[config.mk]
export PLATFORM = sky130hd
export DESIGN_NAME = issue_ctrl_flat
export DESIGN_NICKNAME = d
export VERILOG_FILES = /design/src/rtl/issue_ctrl_pkg.sv /design/src/rtl/issue_ctrl_if.sv /design/src/rtl/issue_ctrl_chk.sv /design/src/rtl/issue_ctrl_inst_queue_fifo.sv /design/src/rtl/issue_ctrl.sv /design/src/flat_wrapper.sv
export SDC_FILE = /design/constraint.sdc
export NUM_CORES = 1
export LEC_CHECK = 0
export ABC_AREA = 0
export CORE_MARGIN = 1
export CORE_UTILIZATION = 45
export DETAILED_ROUTE_END_ITERATION = 16
export PLACE_DENSITY = 0.62
export SETUP_SLACK_MARGIN = 0.4
export SKIP_LAST_GASP = 1
export SLEW_MARGIN = 20
export SYNTH_ARGS = -nofsm -noshare
export SYNTH_HDL_FRONTEND = slang
export SYNTH_SLANG_ARGS = --single-unit
[constraint.sdc]
create_clock -name clk -period 8.55 [get_ports clk]
set_clock_uncertainty 0.15 [all_clocks]
set_input_delay 1.2825 -clock clk [delete_from_list [all_inputs] [get_ports clk]]
set_output_delay 1.2825 -clock clk [all_outputs]
set_load 0.05 [all_outputs]
[src/rtl/issue_ctrl_pkg.sv]
// Shared opcodes, class and stall encodings, queue entry type and helpers for issue_ctrl.
package issue_ctrl_pkg;

  localparam logic True  = 1'b1;
  localparam logic False = 1'b0;

  localparam logic [6:0] Lui    = 7'b0110111;
  localparam logic [6:0] Auipc  = 7'b0010111;
  localparam logic [6:0] Jal    = 7'b1101111;
  localparam logic [6:0] Jalr   = 7'b1100111;
  localparam logic [6:0] B_Type = 7'b1100011;
  localparam logic [6:0] L_Type = 7'b0000011;
  localparam logic [6:0] S_Type = 7'b0100011;
  localparam logic [6:0] OtherI = 7'b0010011;
  localparam logic [6:0] Other  = 7'b0110011;

  typedef enum logic [1:0] {
    CLS_RS  = 2'd0,
    CLS_SLB = 2'd1,
    CLS_ROB = 2'd2
  } cls_e;

  typedef enum logic [1:0] {
    STALL_NONE  = 2'd0,
    STALL_EMPTY = 2'd1,
    STALL_ROB   = 2'd2,
    STALL_UNIT  = 2'd3
  } stall_e;

  typedef enum logic {
    ST_RUN   = 1'b0,
    ST_FLUSH = 1'b1
  } state_e;

  typedef struct packed {
    logic [31:0] inst;
    logic [31:0] pc;
    logic        has_jump;
  } q_entry_t;

  function automatic cls_e classify(input logic [6:0] opcode);
    cls_e cls;
    case (opcode)
      L_Type, S_Type:                               cls = CLS_SLB;
      Lui, Auipc, Jal, Jalr, B_Type, OtherI, Other: cls = CLS_RS;
      default:                                      cls = CLS_ROB;
    endcase
    return cls;
  endfunction

  function automatic logic [31:0] sat_inc(input logic [31:0] value);
    return (value == 32'hFFFF_FFFF) ? value : value + 32'd1;
  endfunction

endpackage

[src/rtl/issue_ctrl_if.sv]
// Fetch-side, issue-side and control signals of issue_ctrl; master drives, slave is the controller.
interface issue_ctrl_if;
  logic        rdy;
  logic        has_misbranch;
  logic        in_valid;
  logic [31:0] in_inst;
  logic [31:0] in_pc;
  logic        in_has_jump;
  logic        queue_full;
  logic        rob_avail;
  logic        rs_avail;
  logic        slb_avail;
  logic        can_issue;
  logic [31:0] inst;
  logic [31:0] pc;
  logic        out_has_jump;
  logic [1:0]  stall_cause;

  modport master (
    output rdy, has_misbranch, in_valid, in_inst, in_pc, in_has_jump,
    output rob_avail, rs_avail, slb_avail,
    input  queue_full, can_issue, inst, pc, out_has_jump, stall_cause
  );

  modport slave (
    input  rdy, has_misbranch, in_valid, in_inst, in_pc, in_has_jump,
    input  rob_avail, rs_avail, slb_avail,
    output queue_full, can_issue, inst, pc, out_has_jump, stall_cause
  );
endinterface

[src/rtl/issue_ctrl_chk.sv]
// Protocol checker for issue_ctrl: a push offered while the queue is full is dropped and flagged.
module issue_ctrl_chk #(
  parameter int unsigned QUEUE_DEPTH = 16,
  parameter int unsigned QUEUE_AW    = 4
) (
  input logic              clk,
  input logic              rst,
  input logic              push_req_i,
  input logic [QUEUE_AW:0] count_i
);

  localparam logic [QUEUE_AW:0] FullCount = (QUEUE_AW+1)'(QUEUE_DEPTH);

  a_no_push_when_full: assert property (
    @(posedge clk) disable iff (rst) !(push_req_i && (count_i == FullCount))
  );

endmodule

[src/rtl/issue_ctrl_inst_queue_fifo.sv]
// Circular instruction buffer with head/tail pointers, occupancy count and single-cycle flush.
module inst_queue_fifo
  import issue_ctrl_pkg::*;
#(
  parameter int unsigned QUEUE_DEPTH = 16,
  parameter int unsigned QUEUE_AW    = 4
) (
  input  logic                clk,
  input  logic                rst,
  input  logic                flush_i,
  input  logic                push_i,
  input  logic                pop_i,
  input  q_entry_t            wdata_i,
  output q_entry_t            head_o,
  output logic [QUEUE_AW:0]   count_o,
  output logic [QUEUE_AW:0]   count_next_o
);

  localparam logic [QUEUE_AW:0]   FullCount = (QUEUE_AW+1)'(QUEUE_DEPTH);
  localparam logic [QUEUE_AW:0]   CntZero   = (QUEUE_AW+1)'(1'b0);
  localparam logic [QUEUE_AW:0]   CntOne    = (QUEUE_AW+1)'(1'b1);
  localparam logic [QUEUE_AW-1:0] PtrZero   = QUEUE_AW'(1'b0);
  localparam logic [QUEUE_AW-1:0] PtrOne    = QUEUE_AW'(1'b1);

  q_entry_t              mem_q [QUEUE_DEPTH];
  logic [QUEUE_AW-1:0]   head_q, head_d, tail_q, tail_d;
  logic [QUEUE_AW:0]     count_q, count_d;
  logic                  push_ok_s, pop_ok_s;

  // Next pointers and count; power-of-two depth lets the pointers wrap naturally.
  always_comb begin
    push_ok_s = push_i && (count_q != FullCount);
    pop_ok_s  = pop_i && (count_q != CntZero);
    head_d    = head_q;
    tail_d    = tail_q;
    count_d   = count_q;
    if (flush_i) begin
      head_d  = PtrZero;
      tail_d  = PtrZero;
      count_d = CntZero;
    end else begin
      if (push_ok_s) begin
        tail_d = tail_q + PtrOne;
      end else begin
        tail_d = tail_q;
      end
      if (pop_ok_s) begin
        head_d = head_q + PtrOne;
      end else begin
        head_d = head_q;
      end
      case ({push_ok_s, pop_ok_s})
        2'b10:   count_d = count_q + CntOne;
        2'b01:   count_d = count_q - CntOne;
        default: count_d = count_q;
      endcase
    end
  end

  // Pointer and count registers.
  always_ff @(posedge clk) begin
    if (rst) begin
      head_q  <= PtrZero;
      tail_q  <= PtrZero;
      count_q <= CntZero;
    end else begin
      head_q  <= head_d;
      tail_q  <= tail_d;
      count_q <= count_d;
    end
  end

  // Entry storage; no reset needed since count gates visibility.
  always_ff @(posedge clk) begin
    if (push_ok_s && !flush_i) begin
      mem_q[tail_q] <= wdata_i;
    end
  end

  assign head_o       = mem_q[head_q];
  assign count_o      = count_q;
  assign count_next_o = count_d;

endmodule

[src/rtl/issue_ctrl.sv]
// Instruction queue plus issue scheduler: classifies the head, gates issue on ROB/unit room, handles flush.
// Optional statistics counters are enabled with the ISSUE_CTRL_STATS_EN macro.
module issue_ctrl
  import issue_ctrl_pkg::*;
#(
  parameter int unsigned QUEUE_DEPTH = 16,
  parameter int unsigned QUEUE_AW    = 4
) (
  input  logic         clk,
  input  logic         rst,
  issue_ctrl_if.slave  bus
`ifdef ISSUE_CTRL_STATS_EN
  ,
  output logic [31:0]  issued_cnt,
  output logic [31:0]  rob_stall_cnt,
  output logic [31:0]  unit_stall_cnt
`endif
);

  localparam logic [QUEUE_AW:0] FullCount   = (QUEUE_AW+1)'(QUEUE_DEPTH);
  localparam logic [QUEUE_AW:0] ThreshCount = (QUEUE_AW+1)'(QUEUE_DEPTH - 1);
  localparam logic [QUEUE_AW:0] CntZero     = (QUEUE_AW+1)'(1'b0);

  q_entry_t          wentry_s, head_s;
  logic [QUEUE_AW:0] count_s, count_next_s;
  cls_e              cls_s;
  stall_e            cause_s;
  logic              unit_ok_s, issue_s, push_req_s, push_s;

  state_e            state_q;
  stall_e            cause_q;
  logic              can_issue_q, full_q, jump_q;
  logic [31:0]       inst_q, pc_q;
`ifdef ISSUE_CTRL_STATS_EN
  logic [31:0]       issued_q, rob_stall_q, unit_stall_q;
`endif

  // Head classification, issue gating and stall cause for this cycle.
  always_comb begin
    wentry_s = '{inst: bus.in_inst, pc: bus.in_pc, has_jump: bus.in_has_jump};
    cls_s    = classify(head_s.inst[6:0]);
    case (cls_s)
      CLS_SLB: unit_ok_s = bus.slb_avail;
      CLS_RS:  unit_ok_s = bus.rs_avail;
      default: unit_ok_s = True;
    endcase
    issue_s = bus.rdy && !bus.has_misbranch && (state_q == ST_RUN) &&
              (count_s != CntZero) && bus.rob_avail && unit_ok_s;
    push_req_s = bus.rdy && !bus.has_misbranch && (state_q == ST_RUN) && bus.in_valid;
    push_s     = push_req_s && (count_s != FullCount);
    if (issue_s) begin
      cause_s = STALL_NONE;
    end else if (count_s == CntZero) begin
      cause_s = STALL_EMPTY;
    end else if (!bus.rob_avail) begin
      cause_s = STALL_ROB;
    end else if (!unit_ok_s) begin
      cause_s = STALL_UNIT;
    end else begin
      cause_s = STALL_EMPTY;
    end
  end

  inst_queue_fifo #(
    .QUEUE_DEPTH (QUEUE_DEPTH),
    .QUEUE_AW    (QUEUE_AW)
  ) u_fifo (
    .clk          (clk),
    .rst          (rst),
    .flush_i      (bus.has_misbranch),
    .push_i       (push_s),
    .pop_i        (issue_s),
    .wdata_i      (wentry_s),
    .head_o       (head_s),
    .count_o      (count_s),
    .count_next_o (count_next_s)
  );

  issue_ctrl_chk #(
    .QUEUE_DEPTH (QUEUE_DEPTH),
    .QUEUE_AW    (QUEUE_AW)
  ) u_chk (
    .clk        (clk),
    .rst        (rst),
    .push_req_i (push_req_s),
    .count_i    (count_s)
  );

  // FSM with registered issue outputs; flush wins over rdy, FLUSH lasts one enabled cycle.
  always_ff @(posedge clk) begin
    if (rst) begin
      state_q     <= ST_RUN;
      can_issue_q <= 1'b0;
      full_q      <= 1'b0;
      cause_q     <= STALL_EMPTY;
      inst_q      <= 32'h0000_0000;
      pc_q        <= 32'h0000_0000;
      jump_q      <= 1'b0;
`ifdef ISSUE_CTRL_STATS_EN
      issued_q     <= 32'd0;
      rob_stall_q  <= 32'd0;
      unit_stall_q <= 32'd0;
`endif
    end else if (bus.has_misbranch) begin
      state_q     <= ST_FLUSH;
      can_issue_q <= 1'b0;
      full_q      <= 1'b0;
      cause_q     <= STALL_EMPTY;
    end else if (bus.rdy) begin
      case (state_q)
        ST_RUN:   state_q <= ST_RUN;
        ST_FLUSH: state_q <= ST_RUN;
        default:  state_q <= ST_RUN;
      endcase
      can_issue_q <= issue_s;
      full_q      <= (count_next_s >= ThreshCount);
      cause_q     <= cause_s;
      if (issue_s) begin
        inst_q <= head_s.inst;
        pc_q   <= head_s.pc;
        jump_q <= head_s.has_jump;
      end
`ifdef ISSUE_CTRL_STATS_EN
      if (issue_s) issued_q <= sat_inc(issued_q);
      if (cause_s == STALL_ROB) rob_stall_q <= sat_inc(rob_stall_q);
      if (cause_s == STALL_UNIT) unit_stall_q <= sat_inc(unit_stall_q);
`endif
    end else begin
      can_issue_q <= 1'b0;
    end
  end

  assign bus.can_issue    = can_issue_q;
  assign bus.queue_full   = full_q;
  assign bus.stall_cause  = cause_q;
  assign bus.inst         = inst_q;
  assign bus.pc           = pc_q;
  assign bus.out_has_jump = jump_q;
`ifdef ISSUE_CTRL_STATS_EN
  assign issued_cnt     = issued_q;
  assign rob_stall_cnt  = rob_stall_q;
  assign unit_stall_cnt = unit_stall_q;
`endif

endmodule
[src/flat_wrapper.sv]
// flat-port wrapper written by rule: the top's interface ports become plain ports
module issue_ctrl_flat import issue_ctrl_pkg::*;
#(
  parameter int unsigned QUEUE_DEPTH = 16,
  parameter int unsigned QUEUE_AW    = 4
)
  (clk, rst, bus_rdy, bus_has_misbranch, bus_in_valid, bus_in_inst, bus_in_pc, bus_in_has_jump, bus_rob_avail, bus_rs_avail, bus_slb_avail, bus_queue_full, bus_can_issue, bus_inst, bus_pc, bus_out_has_jump, bus_stall_cause);
  issue_ctrl_if bus_i ();
  input  logic clk;
  input  logic rst;
  input wire logic [$bits(bus_i.rdy)-1:0] bus_rdy;
  input wire logic [$bits(bus_i.has_misbranch)-1:0] bus_has_misbranch;
  input wire logic [$bits(bus_i.in_valid)-1:0] bus_in_valid;
  input wire logic [$bits(bus_i.in_inst)-1:0] bus_in_inst;
  input wire logic [$bits(bus_i.in_pc)-1:0] bus_in_pc;
  input wire logic [$bits(bus_i.in_has_jump)-1:0] bus_in_has_jump;
  input wire logic [$bits(bus_i.rob_avail)-1:0] bus_rob_avail;
  input wire logic [$bits(bus_i.rs_avail)-1:0] bus_rs_avail;
  input wire logic [$bits(bus_i.slb_avail)-1:0] bus_slb_avail;
  output wire logic [$bits(bus_i.queue_full)-1:0] bus_queue_full;
  output wire logic [$bits(bus_i.can_issue)-1:0] bus_can_issue;
  output wire logic [$bits(bus_i.inst)-1:0] bus_inst;
  output wire logic [$bits(bus_i.pc)-1:0] bus_pc;
  output wire logic [$bits(bus_i.out_has_jump)-1:0] bus_out_has_jump;
  output wire logic [$bits(bus_i.stall_cause)-1:0] bus_stall_cause;
  assign bus_i.rdy = bus_rdy;
  assign bus_i.has_misbranch = bus_has_misbranch;
  assign bus_i.in_valid = bus_in_valid;
  assign bus_i.in_inst = bus_in_inst;
  assign bus_i.in_pc = bus_in_pc;
  assign bus_i.in_has_jump = bus_in_has_jump;
  assign bus_i.rob_avail = bus_rob_avail;
  assign bus_i.rs_avail = bus_rs_avail;
  assign bus_i.slb_avail = bus_slb_avail;
  assign bus_queue_full = bus_i.queue_full;
  assign bus_can_issue = bus_i.can_issue;
  assign bus_inst = bus_i.inst;
  assign bus_pc = bus_i.pc;
  assign bus_out_has_jump = bus_i.out_has_jump;
  assign bus_stall_cause = bus_i.stall_cause;
  issue_ctrl #(.QUEUE_DEPTH(QUEUE_DEPTH), .QUEUE_AW(QUEUE_AW)) u_core (.clk(clk), .rst(rst), .bus(bus_i));
endmodule
# ---- Word level (Yosys, flattened, before mapping)
# Memory sizes are Yosys's and may differ from the RTL's. A register that Yosys moved wholly into a read port is not among the register bits.
# Index checks and enable logic that the tools add are counted.
dict set report op_classes {
  addsub 4
  n_mul 0
  div 0
  magnitude_cmp 1
  eq_ne 13
  shift 0
  n_mux 14
  n_bitwise 3
  n_reduce_logical 20
}
# op count
set ops {}
lappend ops {{equality test 7 x 6 -> 1 bit, second input constant} 3}
lappend ops {{equality test 7 bit, second input constant} 3}
lappend ops {{equality test 7 x 5 -> 1 bit, second input constant} 2}
lappend ops {{logical AND 1 bit} 10}
lappend ops {{case mux 5 bit (2 select lines)} 1}
lappend ops {{adder 4 x 1 -> 4 bit, second input constant} 2}
lappend ops {{two-way mux 2 bit} 4}
lappend ops {{two-way mux 4 bit} 2}
lappend ops {{equality test 7 x 2 -> 1 bit, second input constant} 1}
lappend ops {{OR reduction 7 bit} 1}
lappend ops {{adder 5 x 1 -> 5 bit, second input constant} 1}
lappend ops {{>= comparator 5 x 4 -> 1 bit, second input constant} 1}
lappend ops {{logical NOT 5 bit} 1}
lappend ops {{two-way mux 5 bit} 1}
lappend ops {{!= test 5 bit, second input constant} 1}
lappend ops {{nonzero test 5 bit} 1}
lappend ops {{subtractor 5 x 1 -> 5 bit, second input constant} 1}
lappend ops {{equality test 2 x 1 -> 1 bit, second input constant} 2}
lappend ops {{two-way mux 1 bit} 4}
lappend ops {{case mux 2 bit (2 select lines)} 1}
lappend ops {{OR reduction 2 bit} 2}
lappend ops {{inverter 1 bit} 3}
lappend ops {{AND reduction 3 bit} 1}
lappend ops {{OR reduction 3 bit} 1}
lappend ops {{5 further kinds} 5}
dict set report totals {
  regBits 83
  latchBits 0
  ramBits 1040
  rom_bits 0
  in_bits 73
  out_inout_bits 69
  memories 1
}
# memory depth word_bits rd rd_clocked_by_memory_dff wr line_no
set mem_list {}
lappend mem_list {u_core.u_fifo.mem_q 16 65 1 1 1 issue_ctrl_inst_queue_fifo.sv:25} ;# q_entry_t mem_q [QUEUE_DEPTH];

# ---- Longest topological paths before layout
dict set report logic_depth {
  ltp_word 11
  depth_mapped 20
  mapped_depth_nobuf 17
}

# ---- Hierarchy
# From an unflattened synthesis, not the netlist that was laid out.
dict set report unflattened {
  hier_cells 2029
  area_unflattened_um2 43040.0
}
# mod n_inst cells_each area_each_um2
set by_module_without_submodules {}
lappend by_module_without_submodules {inst_queue_fifo 1 1715 39877.0}
lappend by_module_without_submodules {issue_ctrl 1 314 3163.0}

# ---- Worst setup path before layout
# Ideal clock, no wire load.
dict set report synth_path {
  path_kind {input to register}
  startpoint {in bus_has_misbranch}
  endpoint {mem u_core.u_fifo.mem_q[3][0] (netlist bit) (enable)}
  setup_ps 568
  arrival_time_ps 6438
  required_time_ps 7832
  setup_slack_ps 1394
  path_stages 5
  path_cell_list {nor2_1 > o2111a_1 > clkbuf_1 > nand2_1 > nor3_1}
}
dict set report synth_via {
  elab_chain_cells 9
}
# item line_no
set synth_rtl {}
lappend synth_rtl {{start: declaration} flat_wrapper.sv:12} ;# input wire logic [$bits(bus_i.has_misbranch)-1:0] bus_has_misbranch;
lappend synth_rtl {{logical NOT 1 bit *} {issue_ctrl_inst_queue_fifo.sv:75, issue_ctrl.sv:49}}
lappend synth_rtl {{logical AND 1 bit (3 in series)} issue_ctrl.sv:49} ;# push_req_s = bus.rdy && !bus.has_misbranch && (state_q == ST_RUN) && bus.in_valid;
lappend synth_rtl {{logical AND 1 bit} issue_ctrl.sv:50} ;# push_s = push_req_s && (count_s != FullCount);
lappend synth_rtl {{logical AND 1 bit} issue_ctrl_inst_queue_fifo.sv:32} ;# push_ok_s = push_i && (count_q != FullCount);
lappend synth_rtl {{logical AND 1 bit *} issue_ctrl_inst_queue_fifo.sv:75} ;# if (push_ok_s && !flush_i) begin
lappend synth_rtl {{two-way mux 1 bit *} issue_ctrl_inst_queue_fifo.sv:75}
lappend synth_rtl {{two-way mux 1 bit (not written as such) *} issue_ctrl_inst_queue_fifo.sv:76} ;# mem_q[tail_q] <= wdata_i;
lappend synth_rtl {{end: declaration} issue_ctrl_inst_queue_fifo.sv:25}
# Every way passes the cells marked *; elsewhere a longest branch is shown, timed or not.

==> run summary <==
gpl congestion -> 0.746
first-pass GRT wire length -> 137,000 um
Synth Flop Type -> edfxtp_1
met1 usage -> 28.7%
die width -> 310 um
slowest stage delay, CP -> 0.89 ns
die area -> 96,200 um^2
Power per Cell Area -> 226 nW/um^2
ranking of synthesized cells by area -> edfxtp_1, mux4_2, dfxtp_1
Area Overhead vs Synth -> 16.2%
DR vias -> 19,700
final cell area excluding filler cells -> 49,700 um^2
CP Max Fanout -> 41
Synth cell types -> 49
Worst slew margin -> 24.5%
TritonCTS Buffers -> 113
most common cell after layout, fill and taps aside -> edfxtp_1
synthesized cell area -> 42,800 um^2
Worst path most repeated cell -> mux2i_1
buffer count from post-CTS setup fixing -> 0
EDFF count, synth -> 1,040
WHS Path Cells -> 2
worst-path cell chain -> buf_4, mux4_2, mux2i_1, mux2i_1, nand3_1, a32oi_2, o21ai_4, inv_2, ha_1, ha_1, a21o_1, a21oi_1, xnor2_1, mux2i_1, or4_1, o21a_1, a21oi_1
initial drt markers -> 1,872
Peak supply drop -> 0.164 mV
Final period util -> 64.9%
row count -> 112
all-layer global routing usage -> 19.8%
Synth top area share -> 73.0%
port bufs -> 141
Switching Fraction -> 19.4%
Final min period -> 5.55 ns
critical path required time -> 9.01 ns
Worst Max-Slew Pin Slew -> 1.13 ns
met2 Use GR -> 31.9%
CTS tree -> done
Initial Util -> 45.6%
Pins Over Slew Limit -> 0
maximum number of pins on one net before global-route repair -> 137
sequential share of power -> 53.6%
Core Region -> 93,700 um^2
FF+latch count, synth -> 1,127
antenna violations before repair -> 7
net switching power -> 2.18 mW
clock sinks -> 1,127
layout cells sized above 1 -> 25.3%
Final ANT Viol Nets -> 0
die height -> 310 um
FFs w/ async S/R, synth -> 0%
Comb pwr share -> 1.5%
power consumption -> 11.2 mW
Crit Path Category -> flop to flop
Final setup violation count -> 0
most frequent cells in the layout -> edfxtp_1, mux4_2, clkdlybuf4s50_1, nand2_1, clkbuf_16
Worst-path clk slew -> 0.06 ns
cts repair resizes -> 0
leakage power -> 15.6 nW
Clock Tree Buf Depth -> 3
Levels on crit path -> 17
Placed Area -> 45,800 um^2
placed wire-length estimate -> 48,800 um
part of the power in the clock network -> 44.9%
Max Freq -> 180 MHz
drt wl/cell -> 27.1 um
worst hold slack -> 0.308 ns
DRC Markers -> 0
mean cell area of the mapped netlist -> 22.6 um^2
WP data arrival -> 6.01 ns
Yosys top cell by area -> edfxtp_1
IO Count -> 142
register area share after synthesis -> 77.1%
R2R cell count -> 17
status -> completed
RSZ-0062 raised after global routing -> false
largest delay contributor family on the critical path -> compound AO/OA/AOI/OAI gates
Final Hold Violating Endpoints -> 0
WL final -> 93,300 um
CP max stage cell -> dfxtp_4
Post-Syn Nets -> 1,978
Max-cap violations -> 0
vias in the first global route -> 20,400
nets -> 2,182
Hold-fix buffers, CTS -> 0
WP buf/inv -> 2
average vias per placed instance -> 5.71
Worst setup EP type -> flop
HP Class -> flop to flop
busiest grt layer -> met2
final core occ -> 53.0%
setup total negative slack -> 0 ns
Syn. warnings -> 0
H-tree Lvls -> 3
Startpoint Class -> flop
drt first pass iters -> 5
Clock Root Buffer -> clkbuf_16
total gr overflow -> 0
P_int -> 9.06 mW
met3 usage -> 3.15%
synthesized netlist cell count -> 1,895
Clk Latency, worst-skew pair -> 0.69 ns
[Yosys cell counts (3+ instances only)]
cell type  instances
and3_1             3
xor2_1             3
buf_1             16
edfxtp_1        1040
mux2i_1           91
nor2b_1            4
buf_4              5
mux4_2           313
dfxtp_1           87
clkbuf_1          46
a221oi_1           3
inv_1             12
buf_2             27
nor2_1            29
nand2_1          137
buf_6              4
a21oi_1           10
o21ai_0            4
xnor2_1            3
ha_1               9
or3_1              3
nor3_1             8
o211a_1            3
[stage by stage]
stage          std cells  worst slack [ns]
3_3_place_gp        3234              3.16
5_1_grt             3447              2.59
6_report            3448              3.00
2_1_floorplan       1895              1.39
4_1_cts             3446              3.01
3_5_place_dp        3237              3.03
[power by group through the flow]
stage | clock [mW] | sequential, mW | combinational (mW)
2_1_floorplan | 0 | 6.15 | 0.0427
3_3_place_gp | 0 | 6.14 | 0.157
3_5_place_dp | 0 | 6.14 | 0.165
4_1_cts | 5.13 | 6.03 | 0.165
5_1_grt | 5.34 | 6.03 | 0.177
6_report | 5.05 | 6.03 | 0.163
[per-layer routing]
layer	vias up	part of all wire, %
met2	580	49
met3	121	5.7
met1	10600	44
met5	-	0.074
met4	10	1.5
li1	8322	-
[kinds of logic (layout without fill, tap and decap cells)]
kind of cell             count (synthesis)  in the layout  share of synthesized area [%]
flip-flops                            1127           1127                           77.1
other                                    0              1                              0
AO/OA/AOI/OAI                           38             38                          0.705
buffers and inverters                  113            411                           1.21
multiplexers                           406            406                           18.7
adder cells (fa/ha/maj)                 10             10                          0.310
AND/OR/NAND/NOR                        195            195                           1.86
XOR/XNOR                                 6              6                          0.123
[registers in the layout, summed over array words and instances (netlist names), 2 cells and up, named ones only]
signal,count
u_core.bus.inst,32
u_core.bus.pc,32
u_core.bus.stall_cause,2
u_core.u_fifo.count_o,5
u_core.u_fifo.head_q,4
u_core.u_fifo.mem_q,1040
u_core.u_fifo.tail_q,4
[area by class of cell]
cell class / count / area [um^2]
antenna: 1 / 2.50
clock buffer: 139 / 3020
clock inverter: 70 / 802
fill: 7109 / 44100
inverter: 14 / 60.1
multi-input combinational: 655 / 9380
sequential: 1127 / 33000
tap: 1254 / 1570
timing repair buffer: 188 / 1860
[worst paths after layout]
path | slack, ns | startpoint | end
setup / recovery | 3.00 | flop | u_core.bus.queue_full
hold / removal | 0.31 | u_core.bus.inst[31] | u_core.bus.inst[31]
setup reg to reg | 3.00 | flop | u_core.bus.queue_full
hold reg to reg | 0.31 | u_core.bus.inst[31] | u_core.bus.inst[31]
[tightest hold or removal path: stages, from the launching register on]
cell	delay, ns
dfxtp_1	0.31
nand2_1	0.05
mux2i_1	0.05
No activity file was read; power rests on OpenSTA's default activity.
